### src/rtl/cnn_pkg.sv
// Shared types and constants for the CNN image RAM readback path.
// The dump FSM state encoding lives here so bench and RTL agree on names.
package cnn_pkg;

   localparam int         DUMP_ADDR_W = 10;
   localparam int         IMG_BITS    = 784;
   localparam logic [7:0] FRAME_HDR   = 8'hA5;

   typedef enum logic [2:0] {
      ST_IDLE,
      ST_HDR,
      ST_FETCH,
      ST_SEND,
      ST_WAIT,
      ST_CSUM,
      ST_CWAIT,
      ST_FIN
   } dump_state_t;

endpackage

### src/rtl/cnn_bit_packer8.sv
// Reads up to 8 consecutive bits from the 1-bit image RAM and packs them LSB first.
// Positions at or beyond the limit are never addressed and pack as 0.
module cnn_bit_packer8 #(
   parameter int ADDR_W = 10
) (
   input  logic              clk,
   input  logic              rst_n,
   input  logic              clr,
   input  logic              start,
   input  logic [ADDR_W:0]   base,
   input  logic [ADDR_W:0]   limit,
   input  logic              din,
   output logic [ADDR_W-1:0] addr_rd,
   output logic              valid,
   output logic [7:0]        byte_out
);

   logic            issuing;
   logic [2:0]      idx;
   logic [ADDR_W:0] cur;
   logic            in_range;
   logic            s1_act, s1_rd, s1_last;
   logic            s2_act, s2_rd, s2_last;
   logic [7:0]      shreg;

   assign cur      = base + (ADDR_W+1)'(idx);
   assign in_range = issuing && (cur < limit);
   assign byte_out = shreg;

   // s1 lines up with addr_rd on the bus, s2 with the RAM data it returns.
   // NOTE: every register here, including the shift register, is a plain flop
   // with a known reset value; non-blocking assignments keep the pipeline
   // stages from racing each other within one edge.
   always_ff @(posedge clk or negedge rst_n) begin
      if (!rst_n) begin
         issuing <= 1'b0;
         idx     <= '0;
         addr_rd <= '0;
         s1_act  <= 1'b0;
         s1_rd   <= 1'b0;
         s1_last <= 1'b0;
         s2_act  <= 1'b0;
         s2_rd   <= 1'b0;
         s2_last <= 1'b0;
         shreg   <= '0;
         valid   <= 1'b0;
      end else begin
         valid   <= 1'b0;
         s1_act  <= issuing;
         s1_rd   <= in_range;
         s1_last <= issuing && (idx == 3'd7);
         s2_act  <= s1_act;
         s2_rd   <= s1_rd;
         s2_last <= s1_last;

         if (clr)
            addr_rd <= '0;
         else if (in_range)
            addr_rd <= cur[ADDR_W-1:0];

         if (s2_act) begin
            shreg <= {s2_rd & din, shreg[7:1]};
            valid <= s2_last;
         end

         if (start) begin
            issuing <= 1'b1;
            idx     <= '0;
            shreg   <= '0;
         end else if (issuing) begin
            idx <= idx + 3'd1;
            if (idx == 3'd7)
               issuing <= 1'b0;
         end
      end
   end

endmodule

### src/rtl/cnn_ram_dump.sv
// Dumps the 1-bit input image RAM over the shared UART TX as
// header, LSB-first packed payload bytes, and an XOR checksum of the payload.
module cnn_ram_dump
   import cnn_pkg::*;
#(
   parameter int         ADDR_W   = DUMP_ADDR_W,
   parameter int         MAX_BITS = IMG_BITS,
   parameter logic [7:0] HDR_BYTE = FRAME_HDR
) (
   input  logic              clk,
   input  logic              rst_n,
   input  logic              strt,
   input  logic [ADDR_W-1:0] nbits,
   output logic [ADDR_W-1:0] addr_rd,
   input  logic              din,
   output logic              trmt,
   output logic [7:0]        tx_data,
   input  logic              tx_done,
   output logic              bsy,
   output logic              done
);

   localparam int              CW      = ADDR_W + 1;
   localparam logic [CW-1:0]   MAX_CNT = CW'(MAX_BITS);

   dump_state_t   state, state_nxt;
   logic [CW-1:0] nbits_q;
   logic [CW-1:0] nbits_clamped;
   logic [CW-1:0] bit_cnt;
   logic [7:0]    csum;
   logic          accept;
   logic          pk_start;
   logic          pk_valid;
   logic [7:0]    pk_byte;
   logic          tx_ack;
   logic          more;

   assign nbits_clamped = ({1'b0, nbits} > MAX_CNT) ? MAX_CNT : {1'b0, nbits};
   // A tx_done coinciding with our own trmt pulse cannot belong to this byte.
   assign tx_ack        = tx_done && !trmt;
   assign more          = bit_cnt < nbits_q;

   cnn_bit_packer8 #(.ADDR_W(ADDR_W)) u_packer (
      .clk      (clk),
      .rst_n    (rst_n),
      .clr      (accept),
      .start    (pk_start),
      .base     (bit_cnt),
      .limit    (nbits_q),
      .din      (din),
      .addr_rd  (addr_rd),
      .valid    (pk_valid),
      .byte_out (pk_byte)
   );

   // NOTE: every signal driven here gets a default first, so no path through
   // the case statement can leave one unassigned and infer a latch.
   always_comb begin
      state_nxt = state;
      accept    = 1'b0;
      pk_start  = 1'b0;
      case (state)
         ST_IDLE:  if (strt) begin
                      accept    = 1'b1;
                      state_nxt = ST_HDR;
                   end
         ST_HDR:   state_nxt = ST_WAIT;
         ST_FETCH: if (pk_valid) state_nxt = ST_SEND;
         ST_SEND:  state_nxt = ST_WAIT;
         ST_WAIT:  if (tx_ack) begin
                      if (more) begin
                         pk_start  = 1'b1;
                         state_nxt = ST_FETCH;
                      end else begin
                         state_nxt = ST_CSUM;
                      end
                   end
         ST_CSUM:  state_nxt = ST_CWAIT;
         ST_CWAIT: if (tx_ack) state_nxt = ST_FIN;
         ST_FIN:   state_nxt = ST_IDLE;
         default:  state_nxt = ST_IDLE;
      endcase
   end

   always_ff @(posedge clk or negedge rst_n) begin
      if (!rst_n) begin
         state   <= ST_IDLE;
         nbits_q <= '0;
         bit_cnt <= '0;
         csum    <= '0;
         trmt    <= 1'b0;
         tx_data <= '0;
         bsy     <= 1'b0;
         done    <= 1'b0;
      end else begin
         state <= state_nxt;
         trmt  <= 1'b0;
         done  <= 1'b0;

         if (accept) begin
            nbits_q <= nbits_clamped;
            bit_cnt <= '0;
            csum    <= '0;
            bsy     <= 1'b1;
         end

         case (state)
            ST_HDR: begin
               tx_data <= HDR_BYTE;
               trmt    <= 1'b1;
            end
            ST_SEND: begin
               tx_data <= pk_byte;
               csum    <= csum ^ pk_byte;
               bit_cnt <= bit_cnt + CW'(8);
               trmt    <= 1'b1;
            end
            ST_CSUM: begin
               tx_data <= csum;
               trmt    <= 1'b1;
            end
            ST_CWAIT: if (tx_ack) begin
               done <= 1'b1;
               bsy  <= 1'b0;
            end
            default: ;
         endcase
      end
   end

endmodule

### config.mk
export PLATFORM = sky130hd
export DESIGN_NAME = cnn_ram_dump
export DESIGN_NICKNAME = d
export VERILOG_FILES = /design/src/rtl/cnn_pkg.sv /design/src/rtl/cnn_bit_packer8.sv /design/src/rtl/cnn_ram_dump.sv
export SDC_FILE = /design/constraint.sdc
export NUM_CORES = 1
export LEC_CHECK = 0
export CORE_ASPECT_RATIO = 0.5
export CORE_UTILIZATION = 45
export DETAILED_ROUTE_END_ITERATION = 12
export PLACE_DENSITY = 0.74
export SETUP_SLACK_MARGIN = 0.5
export SLEW_MARGIN = 20
export SYNTH_ARGS = -nofsm -noshare
export SYNTH_HDL_FRONTEND = slang
export SYNTH_SLANG_ARGS = --single-unit
### constraint.sdc
create_clock -name clk -period 2 [get_ports clk]
set_input_delay 0.3 -clock clk [delete_from_list [all_inputs] [get_ports clk]]
set_output_delay 0.3 -clock clk [all_outputs]
set_load 0.1 [all_outputs]
==> results.yml <==
final_layout:
  multi_input_area_um2: 1760
  seq_area_um2: 1730
  finalNonFillerCells: 492
  nets: 429
  area_growth_pct: 42.7
  nFillCells: 470
  drive_above_1_share: 0.400
  insertedDiodeCount: 0
setup_path:
  path_buf_inv: 2
  critPathSlowestCell: "or4b_4"
  worstRegToRegCells: 7
  critPathCaptureType: "register"
  worstSetupPathType: "register to register"
  crit_arrival_ns: 2.27
  crit_top_cell: "buf_6"
  max_stage_delay_ns: 0.47
  r2r-start: "bit_cnt[3]"
  required_ns: 2.26
  reg2reg_to: "u_packer.byte_out[7]"
  start_kind: "register"
  worstPathCellList: "ha_4 -> or4b_4 -> a211oi_4 -> buf_6 -> nor4_4 -> buf_6 -> a21oi_2"
  cp_max_fo: 8
  reg2reg_slack_ns: -0.004
  critPathTopFamily: "simple AND/OR/NAND/NOR gates"
clocking:
  h-tree-depth: 3
  cts_tree: "done"
  clockRootBuffer: "clkbuf_16"
  cts_buffers: 9
  clk_latency_ns: 0.34
  clockBufferDepth: 2
  cts_sinks: 69
  clk_pin_slew_worst_paths_ns: 0.06
sta:
  setup_viol: 2
  skew_ns: 0.00659
  rsz0062_at_grt: "true"
  hold_viol: 0
  finalMaxSlewViolations: 0
  finalCriticalPeriod_ns: 2.00
  relSlewSlack: 0.699
  hold_slack_ns: 0.349
  worst_slew_pin_slew_ns: 0.451
  fmax_mhz: 499
  min_period_over_period: 1.00
  fin_ws_ns: -0.00441
min_path:
  min_to: "u_packer.s2_act"
  min_delay_path_depth: 0
  min_path_type: "register to register"
  hp-start: "u_packer.s1_act"
logic_synthesis:
  synth_edf_count: 0
  synth_warnings: 0
  synth_ff_type: "dfrtp_1"
  netlist_top_cells_count: "dfrtp_1, nand2_1, mux2i_1"
  avgSynthCellArea_um2: 10.4
  synth-seq-cells: 69
  syn_nets: 356
  yosysTopAreaCell: "dfrtp_1"
  synth_top_area_frac: 0.516
  synth_area_um2: 3350
  synth.most_common_cell: "dfrtp_1"
  yosysSeqAreaShare: 0.516
  synth_cell_types: 46
  synthCells: 322
  synthArstFlopShare: 1.00
  synthTopCellsByArea: "dfrtp_1, ha_1, mux2i_1"
run:
  max-cap-violations: 0
run_status:
  violations: "negative setup slack"
  outcome: "finished with violations"
global_route:
  grt_max_degree: 53
  grt_overflow: 0
  grt_pass1_vias: 2743
  antenna_found_initial: 0
  grt_pass1_wl_mm: 13.5
  track_usage: 0.232
routing:
  dr.first_iter.drc_count: 169
  avgRoutedWirePerCell_um: 19.0
  totalWireLength_mm: 9.35
  drc: 0
  viasPerCell: 5.72
  drtPass1Iterations: 4
  routed-via-count: 2813
  antenna_left: 0
die:
  die_w_um: 124
  die-area_um2: 7800
  pin_count: 36
  start_util: 0.482
  rows: 21
  die-height_um: 63.0
  core_um2: 6940
pwr:
  ir_drop_v: 0.000720
  p_leak_uw: 0.00215
  power_density_nw_per_um2: 1810
placed_design:
  place_congestion: 0.842
  dp_hpwl_mm: 5.32
  io_buffers: 35
  dpl.cell_count: 447
logic make-up (layout without fill, tap and decap cells):
| family | after synthesis | in the layout | synth area share |
|---|---|---|---|
| fa+ha+maj | 19 | 19 | 0.0711 |
| buf+inv | 40 | 118 | 0.0516 |
| xor+xnor | 1 | 1 | 0.00262 |
| mux | 22 | 22 | 0.0658 |
| simple gates | 101 | 101 | 0.156 |
| compound gates | 70 | 70 | 0.137 |
| flops | 69 | 69 | 0.516 |
registers in the layout (all words and copies together) (netlist names), 3 cells and up:
signal,cells
tx_data,8
u_packer.byte_out,8
nbits_q,10
csum,8
bit_cnt,8
state,3
u_packer.addr_rd,10
u_packer.idx,3
timing repair:
action,CTS,global route
gates cloned,1,2
hold buffers,1,0
pin swaps,11,15
setup endpoints to repair,50,60
buffers inserted,10,15
hold endpoints to repair,17,0
gates resized for setup,22,77
layout make-up:
type	instances	share of cell area
Clock buffer	10	0.0479
Clock inverter	6	0.0181
Tap cell	92	0.0241
Inverter	18	0.0149
Sequential cell	69	0.363
Timing Repair Buffer	84	0.163
Multi-Input combinational cell	213	0.369
per-stage QoR:
step / util / total power (µW) / setup WS (ns) / setup TNS, ns / instance area (µm²)
global route: 0.688 / 9030 / -0.0502 / -0.371 / 4780
CTS: 0.624 / 7730 / 0.0233 / 0 / 4330
floorplan: - / 4800 / 0.138 / 0 / 3360
detailed placement: 0.551 / 5720 / 0.0332 / 0 / 3820
global placement: 0.551 / 5540 / 0.0750 / 0 / 3820
finish: 0.688 / 8640 / -0.00441 / -0.00832 / 4780
per-layer routing:
metal,part of all wire,global-route usage,vias up
met5,0,0,-
met4,0.030,0.0863,0
met3,0.046,0.0575,30
met2,0.50,0.377,82
met1,0.42,0.299,1419
li1,-,-,1282
worst max-delay path by stage:
stage | startpoint | to | slack, ns | cells after the start
after global placement | nbits_q[3] | u_packer.byte_out[7] | 0.08 | 7
after floorplan | bit_cnt[3] | state[1] | 0.14 | 5
after global routing | bit_cnt[3] | u_packer.byte_out[7] | -0.05 | 7
final | bit_cnt[3] | u_packer.byte_out[7] | -0.004 | 7
after CTS | bit_cnt[3] | state[1] | 0.02 | 5
after detailed placement | nbits_q[3] | u_packer.byte_out[7] | 0.03 | 7
cells in the final DEF, fill, tap and decap left out, types with 5 or more instances in the layout:
cell / instances
dfrtp_1: 64
buf_4: 48
nand2_1: 34
mux2i_1: 21
buf_6: 17
nand3_1: 16
clkdlybuf4s50_1: 13
nor2_2: 11
o21ai_0: 10
ha_4: 10
clkbuf_16: 10
inv_2: 9
ha_1: 9
inv_1: 8
a21oi_1: 8
nor2_1: 8
o22ai_1: 8
a21oi_2: 6
o21ai_2: 6
o21ai_1: 5
dfrtp_2: 5
report_power, final:
group | internal, µW | switching (µW) | leakage, µW
Clock | 1090 | 625 | 0.000153
Sequential | 1870 | 461 | 0.000892
Combinational | 1830 | 2770 | 0.00110
Total | 4790 | 3850 | 0.00215
Note: power is estimated with default switching activity, not from simulation.
